==> config.mk <==
export PLATFORM = sky130hd
export DESIGN_NAME = ioshim_memrd
export DESIGN_NICKNAME = d
export VERILOG_FILES = /design/src/rtl/ioshim_pkg.sv /design/src/rtl/ioshim_fifo2.sv /design/src/rtl/ioshim_memrd.sv
export SDC_FILE = /design/constraint.sdc
export NUM_CORES = 1
export LEC_CHECK = 0
export BUFFER_PORTS_ARGS = -buffer_cell sky130_fd_sc_hd__buf_4
export CAP_MARGIN = 25
export CELL_PAD_IN_SITES_DETAIL_PLACEMENT = 2
export CELL_PAD_IN_SITES_GLOBAL_PLACEMENT = 2
export CORE_MARGIN = 2
export CORE_UTILIZATION = 35
export CTS_CLUSTER_SIZE = 10
export DETAILED_ROUTE_END_ITERATION = 8
export PLACE_DENSITY_LB_ADDON = 0.1
export SYNTH_ARGS = -nofsm -noshare
export SYNTH_HDL_FRONTEND = slang
export SYNTH_HIERARCHICAL = 1
export SYNTH_SLANG_ARGS = --single-unit
==> constraint.sdc <==
create_clock -name clk -period 3.5 [get_ports clk]
set_input_delay 0.7 -clock clk [delete_from_list [all_inputs] [get_ports clk]]
set_output_delay 0.7 -clock clk [all_outputs]
set_load 0.005 [all_outputs]
==> src/rtl/ioshim_pkg.sv <==
// ioshim shared definitions: address/data widths and the
// read-engine FSM state encoding used across the ioshim blocks.
package ioshim_pkg;
  localparam int IOSHIM_AW = 11;
  localparam int IOSHIM_DW = 16;

  typedef enum logic [1:0] {
    ST_IDLE,
    ST_RUN,
    ST_DRAIN
  } ioshim_state_t;
endpackage

==> src/rtl/ioshim_fifo2.sv <==
// 2-entry sync FIFO (data+last) with push/pop/flush and count.
// Ports: clk, reset, i_push, i_data, i_pop, i_flush, o_data, o_count.
module ioshim_fifo2
  import ioshim_pkg::*;
#(
  parameter int W = IOSHIM_DW + 1
) (
  input  logic         clk,
  input  logic         reset,
  input  logic         i_push,
  input  logic [W-1:0] i_data,
  input  logic         i_pop,
  input  logic         i_flush,
  output logic [W-1:0] o_data,
  output logic [1:0]   o_count
);

  logic [W-1:0] r_mem [2];
  logic         r_wp;
  logic         r_rp;
  logic [1:0]   r_count;
  logic         w_pop;
  logic         w_push;

  assign w_pop  = i_pop && (r_count != 2'd0);
  // a full FIFO still takes a push when the head leaves the same cycle
  assign w_push = i_push && ((r_count != 2'd2) || w_pop);

  always_ff @(posedge clk) begin
    if (reset) begin
      r_mem[0] <= '0;
      r_mem[1] <= '0;
      r_wp     <= 1'b0;
      r_rp     <= 1'b0;
      r_count  <= 2'd0;
    end else if (i_flush) begin
      r_wp    <= 1'b0;
      r_rp    <= 1'b0;
      r_count <= 2'd0;
    end else begin
      if (w_push) begin
        r_mem[r_wp] <= i_data;
        r_wp        <= ~r_wp;
      end
      if (w_pop) r_rp <= ~r_rp;
      r_count <= r_count + {1'b0, w_push} - {1'b0, w_pop};
    end
  end

  assign o_data  = r_mem[r_rp];
  assign o_count = r_count;

endmodule

==> src/rtl/ioshim_memrd.sv <==
// Streaming read engine: walks a wrapping address range through a
// 1-cycle-latency read port and emits words on a valid/ready stream.
// Ports: clk, reset, start, start_addr, length, abort, busy, done,
//        mem_addr, mem_rdata, out_valid, out_ready, out_data, out_last.
module ioshim_memrd
  import ioshim_pkg::*;
#(
  parameter int MEMSIZE = 128
) (
  input  logic                 clk,
  input  logic                 reset,
  input  logic                 start,
  input  logic [IOSHIM_AW-1:0] start_addr,
  input  logic [11:0]          length,
  input  logic                 abort,
  output logic                 busy,
  output logic                 done,
  output logic [IOSHIM_AW-1:0] mem_addr,
  input  logic [IOSHIM_DW-1:0] mem_rdata,
  output logic                 out_valid,
  input  logic                 out_ready,
  output logic [IOSHIM_DW-1:0] out_data,
  output logic                 out_last
);

  localparam logic [IOSHIM_AW-1:0] MASK = IOSHIM_AW'(MEMSIZE - 1);

  ioshim_state_t        r_state;
  ioshim_state_t        w_next;
  logic [IOSHIM_AW-1:0] r_ptr;
  logic [11:0]          r_remain;
  logic [11:0]          r_push_left;
  logic                 r_inflight;
  logic                 r_done;

  logic                 w_start;
  logic                 w_issue;
  logic                 w_drain_done;
  logic                 w_pop;
  logic                 w_push;
  logic [2:0]           w_occ;
  logic [1:0]           w_count;
  logic [IOSHIM_DW:0]   w_head;

  assign w_start = start && !abort && (r_state == ST_IDLE);
  assign w_pop   = out_valid && out_ready;
  assign w_push  = r_inflight && !abort;
  // words held or on their way after this cycle's pop
  assign w_occ   = {1'b0, w_count} + {2'b0, r_inflight} - {2'b0, w_pop};

  always_comb begin
    w_next       = r_state;
    w_issue      = 1'b0;
    w_drain_done = 1'b0;
    unique case (r_state)
      ST_IDLE: begin
        if (w_start) w_next = (length == 12'd0) ? ST_DRAIN : ST_RUN;
      end
      ST_RUN: begin
        w_issue = (w_occ < 3'd2);
        if (w_issue && (r_remain == 12'd1)) w_next = ST_DRAIN;
      end
      ST_DRAIN: begin
        // second term only ever fires for a zero-length transfer
        if ((w_pop && w_head[IOSHIM_DW]) ||
            ((r_push_left == 12'd0) && !r_inflight && (w_count == 2'd0))) begin
          w_next       = ST_IDLE;
          w_drain_done = 1'b1;
        end
      end
      default: w_next = ST_IDLE;
    endcase
    if (abort) begin
      w_next       = ST_IDLE;
      w_issue      = 1'b0;
      w_drain_done = 1'b0;
    end
  end

  always_ff @(posedge clk) begin
    if (reset) begin
      r_state     <= ST_IDLE;
      r_ptr       <= '0;
      r_remain    <= '0;
      r_push_left <= '0;
      r_inflight  <= 1'b0;
      r_done      <= 1'b0;
    end else begin
      r_state    <= w_next;
      r_inflight <= w_issue;
      r_done     <= w_drain_done;
      if (w_start) begin
        r_ptr       <= start_addr & MASK;
        r_remain    <= length;
        r_push_left <= length;
      end else begin
        if (w_issue) begin
          r_ptr    <= (r_ptr + 1'b1) & MASK;
          r_remain <= r_remain - 12'd1;
        end
        if (w_push) r_push_left <= r_push_left - 12'd1;
      end
    end
  end

  ioshim_fifo2 #(
    .W(IOSHIM_DW + 1)
  ) u_fifo (
    .clk    (clk),
    .reset  (reset),
    .i_push (w_push),
    .i_data ({(r_push_left == 12'd1), mem_rdata}),
    .i_pop  (w_pop),
    .i_flush(abort),
    .o_data (w_head),
    .o_count(w_count)
  );

  assign busy      = (r_state != ST_IDLE);
  assign done      = r_done;
  assign mem_addr  = r_ptr;
  assign out_valid = (w_count != 2'd0);
  assign out_data  = w_head[IOSHIM_DW-1:0];
  assign out_last  = out_valid && w_head[IOSHIM_DW];

endmodule

Word-level counts from Yosys, hierarchy flattened. Memory sizes are Yosys's and may differ from the RTL's. A register that Yosys moved wholly into a read port is not among the register bits. Index checks and enable logic that the tools add are counted. Widths: inputs -> output; s select.

Equality and inequality tests: 8. Multiplexer cells: 25. Bitwise gates (word level): 3. Add/subtract/negate cells: 7. Reduce and logical (&&, ||, !) cells: 27. $lt $le $gt $ge: 1.

Operators with widths (count): $mux 12 (4); $eq 12x1->1 const B (2); $logic_not 12->1 (2); $sub 12x1->12 const B (2); $mux 17 (1); $reduce_or 17->1 (1); $mux 7 (2); $mux 1 (13); $logic_and 1x1->1 (11); $mux 2 (4); $ne 2x2->1 const B (4); $reduce_bool 2->1 (4); $add 7x1->7 const B (1); $pmux 2 s3 (1); $logic_not 2->1 (2); $add 2x1->3 (1); $lt 3x2->1 const B (1); $not 1->1 (3); $reduce_and 3->1 (1); $reduce_or 3->1 (1); $sub 3x1->3 (1); $add 2x1->2 (1); $eq 2x1->1 const B (1); $eq 2x2->1 const B (1); 4 further kinds (6).

Memory bits (writable): 34. Memories kept: 1. Bits of input ports: 44. Output and inout bits: 31. Register bits after elaboration: 39.

Memory list: u_fifo.r_mem (words 2, bits a word 17, rd ports 1, clocked after Yosys merged registers in 1, wr ports 2, RTL line ioshim_fifo2.sv:18) `logic [W-1:0] r_mem [2];`.

Longest topological paths before layout. Gate-level depths: netlist of the first run.

Depth in word-level cells: 11. Depth in mapped cells: 10.

Cells and area by module. Netlist of the first run, hierarchy kept.

Modules (own cells, without submodules): ioshim_memrd (times used 1, area an instance 2065.7 sq um, cells an instance 248, seq. area each 700.7 sq um); ioshim_fifo2 (times used 1, area an instance 1766.7 sq um, cells an instance 116, seq. area each 1121.1 sq um).

Least setup slack after synthesis of the first run. No wires, ideal clock.

Path type: in2reg. From: input port out_ready. To: register r_remain[3]. Arrival: 2.576 ns. Stages on the path: 10. Buffers on the path: 2. Slack: 0.844 ns. Path through: nand2_1 nor2_1 o21ai_0 fa_1 nor4bb_1 buf_2 and2_1 buf_2 o311ai_0 a41oi_1.

Longest elaborated chain between the ends: 6.

RTL lines: start: declaration (RTL line ioshim_memrd.sv:21) `input logic out_ready,`; $logic_and 1x1->1 (RTL line ioshim_memrd.sv:46) `assign w_pop = out_valid && out_ready;`; $sub 3x1->3 (RTL line ioshim_memrd.sv:49) `assign w_occ = {1'b0, w_count} + {2'b0, r_inflight} - {2'b0, w_pop};`; $lt 3x2->1 (RTL line ioshim_memrd.sv:60) `w_issue = (w_occ < 3'd2);`; $mux 1 (RTL line ioshim_memrd.sv:55) `unique case (r_state)`; $mux 1 (RTL line ioshim_memrd.sv:73) `if (abort) begin`; $reduce_bool 2->1 (no source line); end signal: assignment (RTL line ioshim_memrd.sv:94) `r_remain <= length;`; end signal: assignment (RTL line ioshim_memrd.sv:99) `r_remain <= r_remain - 12'd1;`; end: declaration (RTL line ioshim_memrd.sv:31) `logic [11:0] r_remain;`.

No other way between the ends. A chain may end at the register's enable or synchronous reset.

Worst setup path after layout of the first run.
From: register u_fifo.r_count[1] (netlist: u_fifo/o_count[1]). To: register r_remain[3].

Longest elaborated chain between the ends: 7. Elaborated cells between the ends (all ways): 8.

RTL lines: start: declaration (RTL line ioshim_fifo2.sv:21) `logic [1:0] r_count;`; start signal: assignment (RTL line ioshim_fifo2.sv:46) `r_count <= r_count + {1'b0, w_push} - {1'b0, w_pop};`; parallel branches: the longest is 2 deep, another holds $add 2x1->3; $sub 3x1->3 * (RTL line ioshim_memrd.sv:49); $lt 3x2->1 * (RTL line ioshim_memrd.sv:60); $mux 1 * (RTL line ioshim_memrd.sv:55); $mux 1 * (RTL line ioshim_memrd.sv:73); $reduce_bool 2->1 (no source line) *.

Mark *: on every way between the ends.

==> reports/results.md, run 1 <==
| Result | Reported |
| --- | --- |
| Outcome | completed |
| Later-pin clock latency in the skew report | 350 ps |
| Power density over the cells | 442 nW/um^2 |
| IO buf count | 66 |
| Number of flops mapped to enable cells by yosys | 34 |
| Setup violators final | 0 |
| Global-route wire length before repair | 16.1 mm |
| DRC viols | 0 |
| CTS buffer count | 9 |
| Largest fanout on the critical path | 10 |
| Layout overhead on the synthesized area | 23.5% |
| Number of global-route vias before repair | 3175 |
| Warnings from Yosys | 6 |
| Antenna Violating Nets Remaining | 0 |
| Async SR Flop Fraction | 0% |
| CTS tree | done |
| Part of the power in combinational logic | 11.2% |
| Global router's overall resource usage | 17.7% |
| Final number of max-transition violations | 0 |
| Critical path arrival | 3230 ps |
| Number of unique standard cell types used by synthesis | 63 |
| Standby leakage power | 1.85 nW |
| Total negative slack | 0 ps |
| Gr busiest metal | met2 |
| Crit path launch type | flop |
| Sw Ratio | 23.5% |
| Worst slew margin | 51.3% |
| Fin crit share | 84.5% |
| Final min period | 2960 ps |
| Portion of total power attributed to sequential cells | 46.3% |
| Clock net sink count | 74 |
| Setup CP Type | reg2reg |
| Global-route met3 utilization | 2.51% |
| Number of antenna repair diodes | 0 |
| Drt wl/cell | 17.3 um |
| Core Box Area | 10700 sq um |
| Largest net degree at the start of global routing | 39 |
| Count of boundary I/O pins | 75 |
| Avg Cell Area, Syn | 10.5 sq um |
| Transition at the pin with the smallest max-transition slack | 724 ps |
| Pint | 0.00160 W |
| Worst supply voltage drop on vdd | 149 uV |
| Register area share after synthesis | 47.5% |
| Final Skew | 12.5 ps |
| Share of final-layout standard cells stronger than drive strength 1 | 32.9% |
| Final Hold Fails | 0 |
| Sort of element at the end of the critical path | flop |
| Die extent in y | 109 um |
| Prevailing post-synth register cell | sky130_fd_sc_hd__dfxtp_1 |
| Detailed Place HPWL | 7.17 mm |
| Class of the tightest hold or removal check | reg2reg |
| Deepest level of the CTS H-tree | 3 |
| Fmax | 338 MHz |
| Final #Nets | 483 |
| Total number of vias | 2985 |
| Worst setup path startpoint | u_fifo/o_count[1] |
| Overall overflow remaining after global route | 0 |
| Synthesized instance count | 364 |
| Synth Register Bits | 74 |
| Hold_sp | r_remain[10] |
| Clock root cell | sky130_fd_sc_hd__clkbuf_8 |
| Number of rows created at floorplan | 38 |
| Effective utilization at floorplan | 35.7% |
| Net Sw Power | 0.000493 W |
| Vias per cell | 5.19 |
| Share of total power in the clock network | 42.5% |
| Number of setup buffers added after CTS | 0 |
| Final core utilization | 44.0% |
| Mapped Area | 3830 sq um |
| Detailed Routing Iterations Pass 1 | 4 |
| Antenna violations before repair | 0 |
| DRT iter0 DRCs | 50 |
| Buffers from clock root to sink, at most | 2 |
| Die width | 109 um |
| Met2 Track Usage GR | 32.6% |
| Clock transition time at the flip-flop clock pins of the worst setup and hold paths | 90 ps |
| Count of hold buffers inserted by post-cts repair | 0 |
| GP Congestion | 0.792 |
| Startpoint of the lowest-slack register-to-register path | u_fifo/o_count[1] |
| Worst EP required | 3770 ps |
| Cts repair resizes | 0 |
| Fillers | 1147 |
| Met1 Track Usage GR | 21.0% |
| RSZ-0062 raised after global routing | false |
| Maximum capacitance violations | 0 |
| DIE AREA | 11800 sq um |
| Detailed Route WL | 9.97 mm |
[stage by stage]
step / hold slack (ps) / power (W) / cells / area, sq um / setup WS (ps)
2_1_floorplan: 436 / 0.00111 / 367 / 3840 / 844
3_3_place_gp: 452 / 0.00121 / 558 / 4440 / 414
3_5_place_dp: 509 / 0.00123 / 559 / 4470 / 283
4_1_cts: 524 / 0.00212 / 575 / 4730 / 472
5_1_grt: 557 / 0.00218 / 575 / 4730 / 231
6_report: 520 / 0.00209 / 575 / 4730 / 543
[placed cells by master, fill, tap and decap left out, types with 2 or more instances in the layout]
cell type                   instances
sky130_fd_sc_hd__nor4_2             3
sky130_fd_sc_hd__and2_1            23
sky130_fd_sc_hd__nand3b_1           2
sky130_fd_sc_hd__ha_1               8
sky130_fd_sc_hd__clkbuf_8           9
sky130_fd_sc_hd__o21ai_0            5
sky130_fd_sc_hd__edfxtp_1          34
sky130_fd_sc_hd__o311ai_0           2
sky130_fd_sc_hd__xnor2_1           13
sky130_fd_sc_hd__a2bb2oi_1          3
sky130_fd_sc_hd__o21bai_1           4
sky130_fd_sc_hd__conb_1             4
sky130_fd_sc_hd__o21a_1             2
sky130_fd_sc_hd__o211ai_1           7
sky130_fd_sc_hd__inv_1             10
sky130_fd_sc_hd__nand3_1           14
sky130_fd_sc_hd__a211oi_1           6
sky130_fd_sc_hd__or3_1              9
sky130_fd_sc_hd__nor2_1            19
sky130_fd_sc_hd__and3_1             2
sky130_fd_sc_hd__bufinv_16          4
sky130_fd_sc_hd__nor4_1             7
sky130_fd_sc_hd__a31oi_1            7
sky130_fd_sc_hd__or2_2              6
sky130_fd_sc_hd__nor3_1             6
sky130_fd_sc_hd__dfxtp_1           40
sky130_fd_sc_hd__and2_2             7
sky130_fd_sc_hd__mux2i_1            2
sky130_fd_sc_hd__a21oi_1           16
sky130_fd_sc_hd__and2_4            10
sky130_fd_sc_hd__or4b_1             2
sky130_fd_sc_hd__a211o_1            2
sky130_fd_sc_hd__mux2_2            19
sky130_fd_sc_hd__nand2_1           22
sky130_fd_sc_hd__nand4_1            4
sky130_fd_sc_hd__buf_4             73
sky130_fd_sc_hd__nor2b_1            2
[power by group through the flow]
stage	registers, W	clock network, W	logic (W)
floorplan	0.000981	0	0.000133
global placement	0.000987	0	0.000226
detailed placement	0.000990	0	0.000236
CTS	0.000970	0.000914	0.000238
global route	0.000976	0.000939	0.000260
finish	0.000970	0.000889	0.000234
[area by class of cell]
| cell class | instances | area (sq um) | area share, % |
|---|---|---|---|
| Clock buffer | 10 | 128 | 2.70 |
| Timing Repair Buffer | 74 | 576 | 12.2 |
| Tap cell | 140 | 175 | 3.70 |
| Inverter | 10 | 37.5 | 0.793 |
| Clock inverter | 6 | 138 | 2.91 |
| Multi-Input combinational cell | 261 | 1860 | 39.3 |
| Sequential cell | 74 | 1820 | 38.5 |
[routing by layer]
layer | part of all wire [%] | vias up
li1 | - | 1450
met1 | 43 | 1469
met2 | 53 | 59
met3 | 3.3 | 7
met4 | 0.84 | 0
met5 | 0 | -
[worst paths after layout]
kind / cells after the start / slack (ps) / end
max: 9 / 540 / r_remain[3]
min: 2 / 520 / r_remain[10]
max reg2reg: 9 / 540 / r_remain[3]
min reg2reg: 2 / 520 / r_remain[10]
[state kept, by name (all words and copies together), names as in the netlist, named ones only]
register / flops
u_fifo/r_mem: 34
r_push_left: 12
r_remain: 12
mem_addr: 7
r_state: 2
u_fifo/o_count: 2
done: 1
r_inflight: 1
u_fifo/r_rp: 1
u_fifo/r_wp: 1
[Yosys cell counts, types with 5 or more instances]
cell type,count,share of area [%]
sky130_fd_sc_hd__dfxtp_1,40,21
sky130_fd_sc_hd__edfxtp_1,34,27
sky130_fd_sc_hd__and2_1,23,3.8
sky130_fd_sc_hd__nand2_1,22,2.2
sky130_fd_sc_hd__mux2_2,19,5.6
sky130_fd_sc_hd__nor2_1,19,1.9
sky130_fd_sc_hd__a21oi_1,16,2.1
sky130_fd_sc_hd__nand3_1,14,1.8
sky130_fd_sc_hd__xnor2_1,13,3.0
sky130_fd_sc_hd__and2_4,10,2.3
sky130_fd_sc_hd__inv_1,10,0.98
sky130_fd_sc_hd__clkbuf_1,9,0.88
sky130_fd_sc_hd__or3_1,9,1.5
sky130_fd_sc_hd__ha_1,8,2.6
sky130_fd_sc_hd__a31oi_1,7,1.1
sky130_fd_sc_hd__and2_2,7,1.4
sky130_fd_sc_hd__nor4_1,7,1.1
sky130_fd_sc_hd__o211ai_1,7,1.4
sky130_fd_sc_hd__a211oi_1,6,1.2
sky130_fd_sc_hd__nor3_1,6,0.78
sky130_fd_sc_hd__or2_2,6,0.98
sky130_fd_sc_hd__buf_2,5,0.65
sky130_fd_sc_hd__buf_4,5,0.98
sky130_fd_sc_hd__o21ai_0,5,0.65
[critical path, stage by stage (launching register included)]
cell and delay, ps:
sky130_fd_sc_hd__dfxtp_1 520, sky130_fd_sc_hd__nand2_1 80, sky130_fd_sc_hd__nor2_1 170, sky130_fd_sc_hd__o21ai_0 140, sky130_fd_sc_hd__fa_1 530, sky130_fd_sc_hd__nor4bb_1 320, sky130_fd_sc_hd__buf_4 230, sky130_fd_sc_hd__and2_1 390
sky130_fd_sc_hd__o311ai_0 230, sky130_fd_sc_hd__a41oi_1 270
[cell families after synthesis]
| family | count (synthesis) | synth area share (%) |
|---|---|---|
| buffers and inverters | 32 | 4.28 |
| other | 1 | 0.0978 |
| AO/OA/AOI/OAI | 61 | 10.9 |
| AND/OR/NAND/NOR | 152 | 24.7 |
| multiplexers | 21 | 6.11 |
| adder cells (fa/ha/maj) | 9 | 3.13 |
| flip-flops | 74 | 47.5 |
| XOR/XNOR | 14 | 3.20 |
(Power assumes the default switching activity.)
==> run 2: changes to the inputs <==
- clock period: 3.5 -> 3 ns (I/O delays scaled with it)
==> run 2 against run 1 <==
  * Via count up 0.47%
  * First-iteration DRC count up 34%
  * Cell count up 0.70%
  * Largest cell class unchanged
  * Hold slack worse by 31 ps
  * Clock power down 12%
  * Routed wire length up 0.52%
  * Critical endpoint is now r_remain[11]
  * Setup slack worse by 150 ps
  * Count of clock-buffer cells in the layout down 1
  * Critical path type unchanged
  * Maximum frequency up 13%
  * Combinational power up 15%
  * Sequential power up 16%
==> reports/results.md, run 2 (synthesis gave the netlist of run 1 again) <==
| Result | Reported | Delta |
| --- | --- | --- |
| Clock transition time at the flip-flop clock pins of the worst setup and hold paths | 80 ps | about the same |
| Class of the tightest hold or removal check | reg2reg |  |
| Largest fanout on the critical path | 10 | unchanged |
| Die width | 109 um | unchanged |
| Maximum single-stage delay on the critical path | 530 ps | about the same |
| Die extent in y | 109 um | unchanged |
| Sort of element at the end of the critical path | flop |  |
| Final Hold Fails | 0 | unchanged |
| Overall overflow remaining after global route | 0 | unchanged |
| Critical register-to-register path endpoint | r_remain[11] |  |
| Total number of vias | 2999 | +0.47% |
| Kind of cell with the highest combined delay on the critical path | simple AND/OR/NAND/NOR gates |  |
| Layout overhead on the synthesized area | 21.9% |  |
| Number of setup buffers added after CTS | 0 | unchanged |
| Smallest hold slack | 489 ps | -30.6 ps |
| Worst setup path startpoint | u_fifo/o_count[0] |  |
| DIE AREA | 11800 sq um | unchanged |
| Ordered cell list for the critical path | nor2b_1 > o21ai_0 > fa_1 > nor4bb_1 > buf_4 > nand2_1 > or3_1 > a31oi_1 |  |
| Number of antenna repair diodes | 0 | unchanged |
| Global router's overall resource usage | 18.5% | +0.80 points |
| DRT iter0 DRCs | 67 | +34% |
| Largest registers in the final layout | u_fifo/r_mem (34), r_push_left (12), r_remain (12) |  |
| Largest net degree at the start of global routing | 37 | -5.1% |
| Final instance count without filler cells | 579 | +0.70% |
| Leading cell type in the layout, fill and taps excluded | sky130_fd_sc_hd__buf_4 |  |
| Core Box Area | 10700 sq um | unchanged |
| Worst supply voltage drop on vdd | 182 uV | +22% |
| Standby leakage power | 1.83 nW | -1.1% |
| RSZ-0062 raised after global routing | false |  |
| Cts repair resizes | 0 | unchanged |
| Number of global-route vias before repair | 3267 | +2.9% |
| Fin crit share | 86.9% | +2.4 points |
| Worst slew margin | 46.9% | -4.3 points |
| Total negative slack | 0 ps | unchanged |
| Critical path arrival | 2900 ps | -330 ps |
| DRC viols | 0 | unchanged |
| Antenna violations before repair | 0 | unchanged |
| Final #Nets | 487 | +0.83% |
| Number of rows created at floorplan | 38 | unchanged |
| Logic depth of the worst path, buffers included | 8 | -1 |
| Final min period | 2610 ps | -350 ps |
| Transition at the pin with the smallest max-transition slack | 796 ps | +71.6 ps |
| Power density over the cells | 466 nW/um^2 | +5.5% |
| Startpoint of the lowest-slack register-to-register path | u_fifo/o_count[0] |  |
| Register name with the most flops | u_fifo/r_mem |  |
| CP max stage cell | sky130_fd_sc_hd__fa_1 |  |
| Vias per cell | 5.18 | -0.23% |
| Register-to-Register Setup Slack | 390 ps | -150 ps |
| Worst setup path endpoint | r_remain[11] |  |
| IO buf count | 66 | unchanged |
| Worst EP required | 3290 ps | -480 ps |
| Fillers | 1183 | +3.1% |
| Effective utilization at floorplan | 35.7% | unchanged |
| Final number of max-transition violations | 0 | unchanged |
| Deepest level of the CTS H-tree | 3 | unchanged |
| Detailed Place HPWL | 7.32 mm | +2.1% |
| Share of final-layout standard cells stronger than drive strength 1 | 33.7% | +0.84 points |
| Drt wl/cell | 17.3 um | -0.17% |
| Antenna Violating Nets Remaining | 0 | unchanged |
| Later-pin clock latency in the skew report | 360 ps | about the same |
| GP Congestion | 0.771 | -2.7% |
| Setup CP Type | reg2reg |  |
| CTS buffer count | 9 | unchanged |
| Global-route wire length before repair | 16.6 mm | +3.3% |
| Detailed Routing Iterations Pass 1 | 4 | unchanged |
| Clock net sink count | 74 | unchanged |
| Fmax | 383 MHz | +13% |
| Critical path buffers and inverters | 1 | unchanged |
| Count of boundary I/O pins | 75 | unchanged |
| Total cell area at the placement stage | 4480 sq um | +0.22% |
| Final Skew | 9.60 ps | -2.85 ps |
| Clock root cell | sky130_fd_sc_hd__clkbuf_8 |  |
| Count of hold buffers inserted by post-cts repair | 0 | unchanged |
| Most frequent cells in the layout | sky130_fd_sc_hd__buf_4, sky130_fd_sc_hd__dfxtp_1, sky130_fd_sc_hd__edfxtp_1 |  |
| Detailed Route WL | 10.0 mm | +0.52% |
| CTS tree | done |  |
| Setup violators final | 0 | unchanged |
| Cell area after layout | 4670 sq um | -1.3% |
| Maximum capacitance violations | 0 | unchanged |
| Outcome | completed |  |
| Reg2reg path depth | 8 | -1 |
| Cell Count Post-Placement | 563 | +0.72% |
| Buffers from clock root to sink, at most | 2 | unchanged |
| Flip-flop count of the largest register after layout | 34 | unchanged |
| Crit path launch type | flop |  |
-- run 2: stage by stage --
| stage | setup WS (ps) | power [W] | util (%) |
|---|---|---|---|
| floorplan | 444 | 0.00130 | - |
| finish | 392 | 0.00218 | 43.5 |
| CTS | 372 | 0.00221 | 43.5 |
| global placement | 112 | 0.00142 | 41.7 |
| detailed placement | 55.6 | 0.00143 | 41.7 |
| global route | 151 | 0.00229 | 43.5 |
-- run 2: worst register-to-register path: stages (launching register included) --
cell	delay (ps)
sky130_fd_sc_hd__dfxtp_1	460
sky130_fd_sc_hd__nor2b_1	170
sky130_fd_sc_hd__o21ai_0	100
sky130_fd_sc_hd__fa_1	530
sky130_fd_sc_hd__nor4bb_1	290
sky130_fd_sc_hd__buf_4	220
sky130_fd_sc_hd__nand2_1	200
sky130_fd_sc_hd__or3_1	400
sky130_fd_sc_hd__a31oi_1	170
-- run 2: routing by layer --
metal	vias to the layer above	GRT usage (%)	part of all wire [%]
met3	13	2.99	3.6
met2	63	32.9	50
met1	1469	22.3	45
li1	1454	-	-
met4	0	7.23	1.7
met5	-	0	0
-- run 2: worst min-delay path by stage --
stage	from	end	cells past startpoint
final	u_fifo/r_wp	u_fifo/r_wp	2
after global routing	start_addr[3]	mem_addr[3]	3
after CTS	start_addr[5]	mem_addr[5]	3
after detailed placement	u_fifo/r_wp	u_fifo/r_wp	2
after global placement	u_fifo/r_wp	u_fifo/r_wp	2
after floorplan	u_fifo/r_wp	u_fifo/r_wp	2
-- run 2: final cells by class --
class | count | area [sq um] | share of cell area [%]
repair buffers | 78 | 586 | 12.5
clock inverters | 7 | 70.1 | 1.50
multi-input cells | 261 | 1860 | 39.8
flip-flops and latches | 74 | 1820 | 39.0
inverters | 10 | 37.5 | 0.803
well taps | 140 | 175 | 3.75
clock buffers | 9 | 124 | 2.65
-- run 2: power breakdown --
part           total (W)  internal, W  switching (W)
combinational   0.000269     0.000127       0.000142
clock           0.000778     0.000382       0.000396
sequential       0.00113      0.00110      0.0000363
total            0.00218      0.00160       0.000574
